--- src/rtl/multdiv_if.sv ---
// Handshake and datapath bus between the pipeline, the multiply/divide
// sequencer and the iterative datapaths.
interface multdiv_if;
  logic        ctrl_mult;
  logic        ctrl_div;
  logic [31:0] operand_a;
  logic [31:0] operand_b;
  logic [31:0] dp_op_a;
  logic [31:0] dp_op_b;
  logic [31:0] dp_counter;
  logic        dp_mult_sel;
  logic [31:0] mult_product;
  logic        mult_overflow;
  logic [31:0] div_quotient;
  logic [31:0] result;
  logic        exception;
  logic        result_rdy;
  logic        busy;

  // Sequencer side
  modport slave (
    input  ctrl_mult, ctrl_div, operand_a, operand_b,
           mult_product, mult_overflow, div_quotient,
    output dp_op_a, dp_op_b, dp_counter, dp_mult_sel,
           result, exception, result_rdy, busy
  );

  // Pipeline / datapath side
  modport master (
    output ctrl_mult, ctrl_div, operand_a, operand_b,
           mult_product, mult_overflow, div_quotient,
    input  dp_op_a, dp_op_b, dp_counter, dp_mult_sel,
           result, exception, result_rdy, busy
  );
endinterface

--- src/rtl/multdiv_sequencer.sv ---
// Control unit for the iterative multiply/divide datapaths: latches operands,
// drives the shared step counter and captures the final result.
module multdiv_sequencer #(
  parameter int MULT_STEPS = 16,
  parameter int DIV_STEPS  = 32
) (
  input  logic     clk,
  input  logic     reset,
  multdiv_if.slave bus
);
  localparam logic [1:0] S_IDLE = 2'd0;
  localparam logic [1:0] S_MULT = 2'd1;
  localparam logic [1:0] S_DIV  = 2'd2;

  localparam logic [5:0] MULT_LAST = 6'(MULT_STEPS);
  localparam logic [5:0] DIV_LAST  = 6'(DIV_STEPS);

  logic [1:0]  state;
  logic [5:0]  cnt;
  logic [31:0] op_a, op_b;
  logic        mult_sel;
  logic [31:0] res_q;
  logic        exc_q;
  logic        rdy_q;

  logic       start;
  logic [5:0] last;
  logic       div_zero;
  logic       done;

  // Completion detection; a zero divisor finishes one cycle after start
  always_comb begin
    start    = bus.ctrl_mult | bus.ctrl_div;
    last     = (state == S_MULT) ? MULT_LAST : DIV_LAST;
    div_zero = (state == S_DIV) && (op_b == 32'd0);
    done     = (state != S_IDLE) && ((cnt == last) || div_zero);
  end

  // Sequencer state: a start pulse always wins over completion (abort/restart)
  always_ff @(posedge clk) begin
    if (reset) begin
      state    <= S_IDLE;
      cnt      <= 6'd0;
      op_a     <= 32'd0;
      op_b     <= 32'd0;
      mult_sel <= 1'b0;
      res_q    <= 32'd0;
      exc_q    <= 1'b0;
      rdy_q    <= 1'b0;
    end else begin
      rdy_q <= 1'b0;
      if (start) begin
        op_a     <= bus.operand_a;
        op_b     <= bus.operand_b;
        cnt      <= 6'd0;
        mult_sel <= bus.ctrl_mult;
        state    <= bus.ctrl_mult ? S_MULT : S_DIV;
      end else if (done) begin
        if (state == S_MULT) begin
          res_q <= bus.mult_product;
          exc_q <= bus.mult_overflow;
        end else begin
          res_q <= div_zero ? 32'd0 : bus.div_quotient;
          exc_q <= div_zero;
        end
        rdy_q <= 1'b1;
        state <= S_IDLE;
        cnt   <= 6'd0;
      end else if (state != S_IDLE) begin
        cnt <= cnt + 6'd1;
      end
    end
  end

  assign bus.dp_op_a     = op_a;
  assign bus.dp_op_b     = op_b;
  assign bus.dp_counter  = {26'd0, cnt};
  assign bus.dp_mult_sel = mult_sel;
  assign bus.result      = res_q;
  assign bus.exception   = exc_q;
  assign bus.result_rdy  = rdy_q;
  assign bus.busy        = (state != S_IDLE);
endmodule

--- src/flat_wrapper.sv ---
// flat-port wrapper written by rule: the top's interface ports become plain ports
module multdiv_sequencer_flat 
#(
  parameter int MULT_STEPS = 16,
  parameter int DIV_STEPS  = 32
)
  (clk, reset, bus_ctrl_mult, bus_ctrl_div, bus_operand_a, bus_operand_b, bus_mult_product, bus_mult_overflow, bus_div_quotient, bus_dp_op_a, bus_dp_op_b, bus_dp_counter, bus_dp_mult_sel, bus_result, bus_exception, bus_result_rdy, bus_busy);
  multdiv_if bus_i ();
  input  logic clk;
  input  logic reset;
  input wire logic [$bits(bus_i.ctrl_mult)-1:0] bus_ctrl_mult;
  input wire logic [$bits(bus_i.ctrl_div)-1:0] bus_ctrl_div;
  input wire logic [$bits(bus_i.operand_a)-1:0] bus_operand_a;
  input wire logic [$bits(bus_i.operand_b)-1:0] bus_operand_b;
  input wire logic [$bits(bus_i.mult_product)-1:0] bus_mult_product;
  input wire logic [$bits(bus_i.mult_overflow)-1:0] bus_mult_overflow;
  input wire logic [$bits(bus_i.div_quotient)-1:0] bus_div_quotient;
  output wire logic [$bits(bus_i.dp_op_a)-1:0] bus_dp_op_a;
  output wire logic [$bits(bus_i.dp_op_b)-1:0] bus_dp_op_b;
  output wire logic [$bits(bus_i.dp_counter)-1:0] bus_dp_counter;
  output wire logic [$bits(bus_i.dp_mult_sel)-1:0] bus_dp_mult_sel;
  output wire logic [$bits(bus_i.result)-1:0] bus_result;
  output wire logic [$bits(bus_i.exception)-1:0] bus_exception;
  output wire logic [$bits(bus_i.result_rdy)-1:0] bus_result_rdy;
  output wire logic [$bits(bus_i.busy)-1:0] bus_busy;
  assign bus_i.ctrl_mult = bus_ctrl_mult;
  assign bus_i.ctrl_div = bus_ctrl_div;
  assign bus_i.operand_a = bus_operand_a;
  assign bus_i.operand_b = bus_operand_b;
  assign bus_i.mult_product = bus_mult_product;
  assign bus_i.mult_overflow = bus_mult_overflow;
  assign bus_i.div_quotient = bus_div_quotient;
  assign bus_dp_op_a = bus_i.dp_op_a;
  assign bus_dp_op_b = bus_i.dp_op_b;
  assign bus_dp_counter = bus_i.dp_counter;
  assign bus_dp_mult_sel = bus_i.dp_mult_sel;
  assign bus_result = bus_i.result;
  assign bus_exception = bus_i.exception;
  assign bus_result_rdy = bus_i.result_rdy;
  assign bus_busy = bus_i.busy;
  multdiv_sequencer #(.MULT_STEPS(MULT_STEPS), .DIV_STEPS(DIV_STEPS)) u_core (.clk(clk), .reset(reset), .bus(bus_i));
endmodule
--- config.mk ---
export PLATFORM = sky130hd
export DESIGN_NAME = multdiv_sequencer_flat
export DESIGN_NICKNAME = d
export VERILOG_FILES = /design/src/rtl/multdiv_if.sv /design/src/rtl/multdiv_sequencer.sv /design/src/flat_wrapper.sv
export SDC_FILE = /design/constraint.sdc
export NUM_CORES = 1
export LEC_CHECK = 0
export CAP_MARGIN = 20
export CORE_MARGIN = 4
export CORE_UTILIZATION = 30
export DETAILED_ROUTE_END_ITERATION = 10
export MAX_ROUTING_LAYER = met4
export PLACE_DENSITY_LB_ADDON = 0.3
export SETUP_SLACK_MARGIN = 0.15
export SLEW_MARGIN = 20
export SYNTH_ARGS = -nofsm -noshare
export SYNTH_HDL_FRONTEND = slang
export SYNTH_SLANG_ARGS = --single-unit
--- constraint.sdc ---
create_clock -name clk -period 1.85 [get_ports clk]
set_input_delay 0.185 -clock clk [delete_from_list [all_inputs] [get_ports clk]]
set_output_delay 0.185 -clock clk [all_outputs]
set_load 0.05 [all_outputs]
# Yosys cells after proc, flatten, opt, wreduce, memory -nomap -nowiden

Cells that the tools add are included.

$mul: 0
Eq/ne operators: 3
Reduce and logical (&&, ||, !) cells: 9
Bitwise logic cells: 2
Shift-type cells: 0
Add/subtract/negate cells: 1
Divide/modulo/power cells: 0
Muxes and demuxes: 8
Order comparisons: 0

Operators with widths:

| operator                                                         | number |
|---|---|
| 32-bit 2-to-1 mux                                                | 2 |
| 32-bit zero test                                                 | 1 |
| 6-bit by 1-bit adder with 6-bit output (second input constant)   | 1 |
| 6-bit == test                                                    | 1 |
| 2-bit 2-to-1 mux                                                 | 3 |
| 6-bit 2-to-1 mux                                                 | 1 |
| 2-bit nonzero test                                               | 2 |
| 3-bit OR reduction                                               | 1 |
| 2-bit by 1-bit == test with 1-bit output (second input constant) | 1 |
| 2-bit == test (second input constant)                            | 1 |
| 1-bit logical AND                                                | 2 |
| 1-bit 2-to-1 mux                                                 | 2 |
| 2-bit AND reduction                                              | 1 |
| 2-bit OR reduction                                               | 1 |
| 1-bit logical OR                                                 | 1 |
| 1-bit NOT                                                        | 1 |
| 1-bit OR                                                         | 1 |

Memories: 0
Bits in registers: 107
Bits of input ports: 133
Latch bits: 0
Logic and storage cells: 31
RAM bits: 0
Bits in read-only memories: 0
Output and inout bits: 132

# Longest topological paths before layout

Gate-level depths: netlist of the first run.

Word-level depth: 7
Mapped depth: 7
Mapped depth without buffers: 6

# Worst setup path before layout of the first run

No wires, ideal clock.

Path type: register -> register
Start: register u_core.cnt[4]
End: register u_core.res_q[0] (netlist: u_core.bus.result[0])
Arrival time: 1.931 ns
Stages on the path, launching flop included: 7
Data required time: 1.723 ns
Buffers on the path: 1
Clock period less this slack: 2.058 ns
Setup time: 0.127 ns
Path slack: -0.208 ns
Path through: dfxtp_1 > nor4bb_1 > a31oi_1 > or3_1 > o311a_4 > buf_6 > o2bb2ai_1

Longest elaborated chain between the ends: 4

Ends and longest elaborated chain:

| what                                 | line                    | source |
|---|---|---|
| start: declaration                   | multdiv_sequencer.sv:19 | `logic [5:0] cnt;` |
| start signal: assignment             | multdiv_sequencer.sv:70 | `cnt <= cnt + 6'd1;` |
| 6-bit == test                        | multdiv_sequencer.sv:36 | `done = (state != S_IDLE) && ((cnt == last) \|\| div_zero);` |
| 1-bit logical OR                     | multdiv_sequencer.sv:36 |  |
| 1-bit logical AND                    | multdiv_sequencer.sv:36 |  |
| 2-bit AND reduction (no source line) | n/a                     |  |
| end signal: assignment               | multdiv_sequencer.sv:60 | `res_q <= bus.mult_product;` |
| end signal: assignment               | multdiv_sequencer.sv:63 | `res_q <= div_zero ? 32'd0 : bus.div_quotient;` |
| end: declaration                     | multdiv_sequencer.sv:22 | `logic [31:0] res_q;` |

Every way passes these cells.
A chain may end at the register's enable or synchronous reset.

# Worst setup path after layout of the first run

Start: register u_core.op_b[10] (netlist: u_core.bus.dp_op_b[10])
End: register u_core.res_q[16] (netlist: u_core.bus.result[16])

Longest elaborated chain between the ends: 5
Elaborated cells on any way between the ends: 7
Those cells by class: mux: 2; reduce/logical: 5

Ends and longest elaborated chain:

| what                                 | line                    | source |
|---|---|---|
| start: declaration                   | multdiv_sequencer.sv:20 | `logic [31:0] op_a, op_b;` |
| start signal: assignment             | multdiv_sequencer.sv:54 | `op_b <= bus.operand_b;` |
| 32-bit zero test *                   | multdiv_sequencer.sv:35 | `div_zero = (state == S_DIV) && (op_b == 32'd0);` |
| 1-bit logical AND *                  | multdiv_sequencer.sv:35 |  |
| 1-bit logical OR                     | multdiv_sequencer.sv:36 |  |
| 1-bit logical AND                    | multdiv_sequencer.sv:36 |  |
| 2-bit AND reduction (no source line) | n/a                     |  |

Every way passes the cells marked *; elsewhere a longest branch is shown, timed or not.

==> flow_summary_export.csv, run 1 <==
group,metric,value,unit
status,status,"finished, violations left",
status,violations,"setup timing",
worst_setup_path,cp.required,2.09,ns
global_route,grtUsageMet1,19.50,%
timing,setup_violations,35,
pwr,ir_drop,0.5492,mV
placed_design,pre_cts_ws,-0.2178,ns
run,drv_cap,0,
logic_synthesis,yosysUniqueCellTypes,35,
timing,drv_slew,0,
global_route,grt_pass1_vias,4591,
clock_tree,cts_tree,"built",
detailed_routing,wl_per_cell,16.20,µm
worst_setup_path,cp_max_fo,8,
global_route,met3_usage,5.978,%
placed_design,port_buffers,238,
layout,layout.nets,900,
global_route,grt_start_max_net_pins,67,
timing,rsz0062_at_grt,"true",
worst_setup_path,crit_path_start_kind,"flip-flop",
timing,hold_viol,0,
logic_synthesis,synthArstFlopShare,0,%
layout,layout-drive-gt1-share,17.27,%
timing,worst_slack,-0.06863,ns
worst_setup_path,critPathKind,"reg2reg",
detailed_routing,vias,4474,
hold_path,hp-class,"in2reg",
placed_design,gp_congestion,0.8021,
placed_design,place_hpwl,10930,µm
logic_synthesis,synth_area_per_cell,8.696,µm²
clock_tree,clockBufferDepth,2,
floorplanning,rows,43,
worst_setup_path,r2r_setup_slack,-0.07,ns
logic_synthesis,synthCells,502,
layout,area_growth,74.29,%
detailed_routing,first_pass_iters,4,
timing,clock_skew,0.01025,ns
detailed_routing,wl,15410,µm
clock_tree,clkTransAtPathRegs,0.07,ns
logic_synthesis,synth.cell_area,0.004365,mm²
floorplanning,dieArea,0.01655,mm²
detailed_routing,ant_nets,0,
pwr,p_per_area,730.6,mW/mm²
floorplanning,die_w,128.6,µm
global_route,grt_remaining_overflow,0,
clock_tree,clock_sinks,107,
logic_synthesis,ys_seq_area_share,49.07,%
global_route,grtUsageTotal,17.91,%
timing,relSlewSlack,52.88,%
clock_tree,clock-root-buffer,"clkbuf_16",
logic_synthesis,synth_seq_cells,107,
detailed_routing,drt-initial-drc-count,239,
logic_synthesis,ys_top_cells_by_area,"dfxtp_1 (49%), nand2_1 (12%), a21oi_1 (7.8%), mux2i_1 (7.3%), o2bb2ai_1 (6.4%)",
clock_tree,numCtsBuffers,9,
timing,tightest_slew,0.7068,ns
floorplanning,core,0.01404,mm²
timing,period_needed,1.919,ns
timing,fin_worst_hold_slack,0.07333,ns
logic_synthesis,yosys.area.top_type_share,49.07,%
global_route,grt_pass1_wl,22900,µm
clock_tree,clk_latency,0.35,ns
global_route,grt_antenna_before_repair,1,
global_route,busiest_layer,"met2",
pwr,p_leak,3.486,nW
clock_tree,cts_htree_levels,3,
logic_synthesis,yosysWarnings,0,
worst_setup_path,end_kind,"flip-flop",
timing,min_period_over_period,103.7,%
logic_synthesis,yosysTopAreaCell,"dfxtp_1",
timing,timing.fmax,521.2,MHz
worst_setup_path,cp.arrival,2.16,ns
layout,fin_area,0.007609,mm²
logic_synthesis,synth_ff_type,"dfxtp_1",
logic_synthesis,synth_edf_count,0,
global_route,use_met2,31.35,%
floorplanning,die_height,128.6,µm
layout,fill_cells,1312,
detailed_routing,drcViolationCount,0,
detailed_routing,vias_per_cell,4.705,
floorplanning,ioPinCount,265,
floorplanning,initial_core_util,31.09,%
placed_design,dpl_cell_area,0.007121,mm²
-- metrics by stage --
| step | TNS, ns | util [%] | total power, mW | std cells |
|---|---|---|---|---|
| after floorplan | -2.352 | - | 3.244 | 527 |
| after global placement | -7.189 | 50.71 | 3.786 | 925 |
| after global routing | -5.324 | 54.18 | 5.789 | 951 |
| after CTS | -2.202 | 53.18 | 5.614 | 947 |
| after detailed placement | -7.010 | 50.71 | 3.803 | 925 |
| final | -1.507 | 54.18 | 5.558 | 951 |
-- power breakdown --
| part | internal (mW) | switching [mW] | leakage [nW] |
|---|---|---|---|
| Sequential | 2.40 | 0.0542 | 0.890 |
| Clock | 0.948 | 0.879 | 0.135 |
| Combinational | 0.516 | 0.765 | 2.46 |
-- layout by cell type (no fill, tap or decap), types with 10 or more instances in the layout --
cell               n
a21oi_1           68
buf_4             43
clkbuf_16         10
clkdlybuf4s50_1  132
conb_1            26
dfxtp_1           75
dfxtp_2           26
dlygate4sd2_1     92
dlymetal6s2s_1    10
mux2i_1           32
nand2_1          136
o2bb2ai_1         22
o2bb2ai_2         10
-- state kept, by name, indices dropped and copies added, names as in the netlist --
name and cells:
u_core.bus.exception 1, u_core.cnt 6, u_core.bus.result 32, u_core.bus.dp_op_b 32, u_core.state 2, u_core.bus.result_rdy 1
u_core.bus.dp_mult_sel 1, u_core.bus.dp_op_a 32
-- Yosys cell counts (5+ instances only) --
| cell | number |
|---|---|
| inv_1 | 5 |
| nand2_1 | 137 |
| clkbuf_1 | 26 |
| mux2i_1 | 32 |
| nor2_1 | 8 |
| dfxtp_1 | 107 |
| nor4_1 | 7 |
| a21oi_1 | 68 |
| buf_4 | 26 |
| nand3_1 | 7 |
| buf_1 | 5 |
| nand4_1 | 6 |
| o2bb2ai_1 | 32 |
| a31oi_1 | 5 |
-- final timing paths --
check / to / cells past startpoint / from
setup / recovery: u_core.bus.result[16]$_SDFFE_PP0P_ / 6 / u_core.bus.dp_op_b[10]$_SDFFE_PP0N_
hold / removal: u_core.bus.exception$_SDFFE_PP0P_ / 2 / reset
setup reg to reg: u_core.bus.result[16]$_SDFFE_PP0P_ / 6 / u_core.bus.dp_op_b[10]$_SDFFE_PP0N_
hold reg to reg: u_core.bus.dp_op_a[29]$_SDFFE_PP0N_ / 2 / u_core.bus.dp_op_a[29]$_SDFFE_PP0N_
-- layout make-up --
type,instances,area (µm²),share of cell area [%]
well taps,180,225.2,2.960
diodes,1,2.502,0.03289
flip-flops and latches,107,2197,28.88
clock inverters,6,38.79,0.5098
multi-input cells,356,2167,28.48
clock buffers,10,239.0,3.141
inverters,6,23.77,0.3124
repair buffers,285,2715,35.68
-- critical path, cell delays in order, from the launching register on --
cell	delay, ns
dfxtp_2	0.33
nor4_2	0.24
buf_4	0.14
nand4_1	0.06
or3_4	0.46
o311a_4	0.41
o2bb2ai_1	0.16
-- what timing repair did --
item / in CTS / in global routing
setup buffers: 3 / 1
hold buffers: 0 / 0
pin swaps: 5 / 5
resized for setup: 112 / 21
setup endpoints to repair: 132 / 52
gates cloned: 3 / 2
-- cells by family after synthesis --
kind of cell / synth area share [%]
flops: 49.07
other cells: 0.08590
simple gates: 17.94
compound gates: 16.45
fa+ha+maj: 0.5731
buf+inv: 8.541
mux: 7.337
-- layer usage --
metal  share of wire, %  up-vias
met5                  0        -
met4                1.5        0
met3                7.9       18
met1                 39     2082
met2                 52      156
li1                   -     2218
Note: power is estimated with default switching activity, not from simulation.
==> inputs of run 2 (changes only) <==
CORE_MARGIN = 10   (was 4)
==> flow_summary_export.csv, run 2 (synthesis gave the netlist of run 1 again) <==
group,metric,value,unit
timing,min_period_over_period,103.3,%
timing,tightest_slew,0.6733,ns
timing,worst_slack,-0.06026,ns
layout,final_cell_mix,"nand2_1 (137), clkdlybuf4s50_1 (132), dlygate4sd2_1 (91)",
floorplanning,die_w,140.6,µm
placed_design,port_buffers,238,
clock_tree,ctsHoldBuffers,0,
layout,fin_area,0.007481,mm²
layout,finish.utilization,52.06,%
clock_tree,clock_sinks,107,
clock_tree,cts_htree_levels,3,
detailed_routing,first_pass_iters,4,
status,status,"finished, violations left",
floorplanning,die_height,140.6,µm
detailed_routing,wl_met3,1069,µm
timing,setup_violations,32,
layout,layout-drive-gt1-share,15.13,%
detailed_routing,drcViolationCount,0,
timing,timing.fmax,523.5,MHz
layout,mostFrequentLayoutCell,"nand2_1",
worst_setup_path,end_kind,"flip-flop",
floorplanning,ioPinCount,265,
placed_design,dpl_cell_area,0.007046,mm²
detailed_routing,drt-initial-drc-count,224,
pwr,p_leak,3.372,nW
worst_setup_path,cp.required,2.09,ns
status,violations,"setup timing",
global_route,grtUsageTotal,16.18,%
run,drv_cap,0,
placed_design,gp_congestion,0.8578,
hold_path,hp-class,"in2reg",
clock_tree,clockBufferDepth,2,
timing,drv_slew,0,
timing,clock_skew,0.01137,ns
clock_tree,clock-root-buffer,"clkbuf_16",
timing,hold_viol,0,
pwr,power,5.678,mW
detailed_routing,m1WireLength,6625,µm
layout,layout.nets,890,
worst_setup_path,cp_max_fo,16,
clock_tree,clkTransAtPathRegs,0.07,ns
floorplanning,rows,44,
clock_tree,numCtsBuffers,9,
global_route,grt_antenna_before_repair,0,
detailed_routing,wl_per_cell,17.57,µm
pwr,ir_drop,0.6395,mV
worst_setup_path,critPathKind,"reg2reg",
detailed_routing,wl,16580,µm
placed_design,place_hpwl,12310,µm
timing,rsz0062_at_grt,"true",
floorplanning,core,0.01437,mm²
global_route,grt_pass1_wl,25140,µm
clock_tree,clk_latency,0.35,ns
global_route,grt_remaining_overflow,0,
detailed_routing,ant_nets,0,
global_route,grt_start_max_net_pins,66,
floorplanning,dieArea,0.01978,mm²
detailed_routing,met2WireLength,8585,µm
layout,diodes,0,
pwr,p_per_area,759.1,mW/mm²
global_route,grt_pass1_vias,4566,
clock_tree,cts_tree,"built",
timing,fin_worst_hold_slack,0.06979,ns
timing,timing.setup.tns,-1.305,ns
placed_design,dp.cells,920,
detailed_routing,vias_per_cell,4.661,
worst_setup_path,crit_path_start_kind,"flip-flop",
timing,relSlewSlack,55.12,%
layout,stdcell_count,944,
floorplanning,initial_core_util,30.38,%
detailed_routing,vias,4400,
timing,period_needed,1.910,ns
placed_design,pre_cts_ws,-0.2548,ns
layout,area_growth,71.37,%
detailed_routing,top_layer_used,"met4",
worst_setup_path,cp.arrival,2.15,ns
[run 2: changes by cell type in the layout (fill, tap and decap cells not counted), sizes merged]
cell | previous run | this run
buf | 50 | 46
dlymetal6s2s | 10 | 6
inv | 6 | 7
o311a | 4 | 3
clkinv | 4 | 3
bufinv | 0 | 1
dlygate4sd2 | 92 | 91
clkinvlp | 2 | 1
diode | 1 | 0
[run 2: per-layer routing]
layer	vias to the layer above	GRT usage (%)
met5	-	-
met4	0	4.130
met3	17	5.710
met2	139	28.05
met1	2061	17.22
li1	2183	-
[run 2: timing repair]
action | in CTS | in global routing
buffers inserted | 0 | 4
endpoints found under the setup margin | 134 | 49
gates cloned | 3 | 1
pin swaps | 6 | 8
gates resized for setup | 105 | 13
[run 2: critical path: stages, from the launching register on]
cell and delay (ns):
dfxtp_1 0.40, buf_4 0.14, nor4bb_4 0.31, a31oi_1 0.11, or3_4 0.46, o311a_4 0.23, o2bb2ai_1 0.15
[run 2: layout make-up]
class / count / area [µm²]
clock inverter: 6 / 72.57
fill: 1369 / 6888
inverter: 6 / 23.77
clock buffer: 10 / 229.0
multi-input combinational: 355 / 2106
timing repair buffer: 276 / 2623
sequential: 107 / 2197
tap: 184 / 230.2
[run 2: worst paths after layout]
kind         cells past startpoint                                start  slack [ns]                             endpoint
max reg2reg                      6         u_core.state[0]$_SDFFE_PP0P_       -0.06   u_core.bus.result[26]$_SDFFE_PP0P_
min reg2reg                      2  u_core.bus.dp_op_a[28]$_SDFFE_PP0N_        0.45  u_core.bus.dp_op_a[28]$_SDFFE_PP0N_
max                              6         u_core.state[0]$_SDFFE_PP0P_       -0.06   u_core.bus.result[26]$_SDFFE_PP0P_
min                              2                                reset        0.07  u_core.bus.dp_op_b[28]$_SDFFE_PP0N_
[run 2: power breakdown]
group	internal (mW)	leakage (nW)	switching, mW	total, mW
logic	0.506	2.34	0.758	1.26
clock network	1.07	0.144	0.892	1.96
registers	2.40	0.890	0.0604	2.46
total	3.97	3.37	1.71	5.68
==> inputs of run 3 (changes only) <==
==> constraint.sdc (replaced) <==
create_clock -name clk -period 1.85 [get_ports clk]
set_input_delay 0.37 -clock clk [delete_from_list [all_inputs] [get_ports clk]]
set_output_delay 0.37 -clock clk [all_outputs]
set_load 0.05 [all_outputs]
==> flow_summary_export.csv, run 3 (synthesis gave the netlist of run 1 again) <==
group,metric,value,unit
detailed_routing,ant_nets,0,
detailed_routing,drt-initial-drc-count,212,
layout,stdcell_count,950,
timing,worst_slack,-0.03294,ns
layout,mostFrequentLayoutCell,"buf_4",
timing,hold_viol,0,
worst_setup_path,crit_cells,5,
floorplanning,ioPinCount,265,
timing,period_needed,1.883,ns
timing,setup_violations,35,
timing,clock_skew,0.009385,ns
detailed_routing,first_pass_iters,4,
detailed_routing,drcViolationCount,0,
worst_setup_path,end_kind,"flip-flop",
layout,fill_cells,1360,
clock_tree,numCtsBuffers,9,
worst_setup_path,r2r_setup_slack,-0.03,ns
clock_tree,cts_htree_levels,3,
run,drv_cap,0,
clock_tree,clockBufferDepth,2,
placed_design,place_hpwl,12330,µm
pwr,switchingPower,1.679,mW
timing,timing.fmax,531.1,MHz
worst_setup_path,max_stage_delay,0.46,ns
detailed_routing,wl,16600,µm
layout,layout.nets,896,
pwr,comb_power_share,22.9,%
clock_tree,clk_latency,0.35,ns
worst_setup_path,crit_path_start_kind,"flip-flop",
detailed_routing,wl_per_cell,17.48,µm
layout,final_cell_mix,"buf_4 (141), nand2_1 (136), clkdlybuf4s50_1 (131)",
status,status,"finished, violations left",
worst_setup_path,reg2reg_from,"u_core.bus.dp_op_b[25]$_SDFFE_PP0N_",
worst_setup_path,reg2reg_to,"u_core.bus.exception$_SDFFE_PP0P_",
global_route,grt_pass1_wl,25250,µm
worst_setup_path,worstPathCellList,"nor4_4 > nand3_1 > or3_4 > or3_1 > a221oi_2",
clock_tree,clock-root-buffer,"clkbuf_16",
floorplanning,dieArea,0.01978,mm²
pwr,ir_drop,0.4218,mV
worst_setup_path,cp.required,2.11,ns
detailed_routing,vias_per_cell,4.628,
pwr,p_leak,3.145,nW
status,violations,"setup timing",
floorplanning,initial_core_util,30.38,%
detailed_routing,vias,4397,
worst_setup_path,r2r_cells,5,
placed_design,port_buffers,238,
timing,rsz0062_at_grt,"true",
placed_design,dp.cells,926,
global_route,grtUsageTotal,16.09,%
floorplanning,die_w,140.6,µm
placed_design,pre_cts_ws,-0.3616,ns
worst_setup_path,cp_max_fo,6,
pwr,p_clk_share,33.9,%
worst_setup_path,cp_slowest_cell,"or3_4",
worst_setup_path,endpoint,"u_core.bus.exception$_SDFFE_PP0P_",
layout,layout-drive-gt1-share,29.24,%
clock_tree,clock_sinks,107,
worst_setup_path,cp_top_family,"simple AND/OR/NAND/NOR gates",
layout,diodes,0,
global_route,grt_antenna_before_repair,0,
floorplanning,rows,44,
timing,drv_slew,0,
global_route,grt_pass1_vias,4713,
hold_path,hp-class,"in2reg",
worst_setup_path,crit_start,"u_core.bus.dp_op_b[25]$_SDFFE_PP0N_",
timing,timing.setup.tns,-0.6807,ns
timing,min_period_over_period,101.8,%
layout,area_growth,70.62,%
pwr,switching_share,29.46,%
floorplanning,die_height,140.6,µm
floorplanning,core,0.01437,mm²
pwr,p_per_area,765.1,mW/mm²
clock_tree,clkTransAtPathRegs,0.07,ns
global_route,grt_remaining_overflow,0,
pwr,p_seq_share,43.2,%
pwr,power,5.699,mW
clock_tree,cts_tree,"built",
layout,finish.utilization,51.84,%
global_route,grt_start_max_net_pins,66,
pwr,p_int,4.020,mW
worst_setup_path,critPathKind,"reg2reg",
worst_setup_path,cp.arrival,2.14,ns
placed_design,gp_congestion,0.7793,
worst_setup_path,crit_buf_inv,0,
[run 3: timing repair]
item                       4_1_cts  5_1_grt
gates cloned                     3        3
setup buffers                    1        1
hold buffers                     0        0
setup endpoints to repair       43       42
pin swaps                        6       11
resized for setup               20        9
[run 3: metal layers]
metal,vias to the layer above,share of wire [%],track usage [%]
met4,0,1.4,5.109
met2,150,52,28.60
met5,-,0,-
li1,2211,-,-
met3,15,5.4,3.762
met1,2021,41,17.33
[run 3: final cells by class]
cell class                 count  area [µm²]  area share [%]
inverter                       6       23.77          0.3192
sequential                   107        2198           29.51
clock buffer                  13       281.5           3.780
timing repair buffer         281        2539           34.08
clock inverter                 3       26.28          0.3528
multi-input combinational    356        2150           28.86
tap                          184       230.2           3.091
[run 3: worst min-delay path by stage]
stage,from,end,slack [ns],cells after the start
finish,reset,u_core.bus.dp_op_a[7]$_SDFFE_PP0N_,0.31,2
global route,reset,u_core.bus.dp_op_a[7]$_SDFFE_PP0N_,0.35,2
CTS,reset,u_core.bus.dp_op_a[7]$_SDFFE_PP0N_,0.32,2
detailed placement,u_core.bus.dp_op_a[8]$_SDFFE_PP0N_,u_core.bus.dp_op_a[8]$_SDFFE_PP0N_,0.45,2
global placement,u_core.bus.dp_op_a[8]$_SDFFE_PP0N_,u_core.bus.dp_op_a[8]$_SDFFE_PP0N_,0.44,2
floorplan,bus_ctrl_mult,u_core.state[1]$_SDFFE_PP0P_,0.45,1
[run 3: stage by stage]
| step | area, µm² | hold slack [ns] |
|---|---|---|
| after floorplan | 4517 | 0.4493 |
| after global placement | 6845 | 0.4388 |
| after detailed placement | 6845 | 0.4486 |
| after CTS | 7326 | 0.3216 |
| after global routing | 7448 | 0.3530 |
| final | 7448 | 0.3146 |
[run 3: power by group through the flow]
stage	registers (mW)	logic, mW	clock network, mW
after floorplan	2.81	0.433	0
after global placement	2.50	1.26	0
after detailed placement	2.51	1.27	0
after CTS	2.46	1.30	2.00
after global routing	2.47	1.38	2.09
final	2.46	1.30	1.93
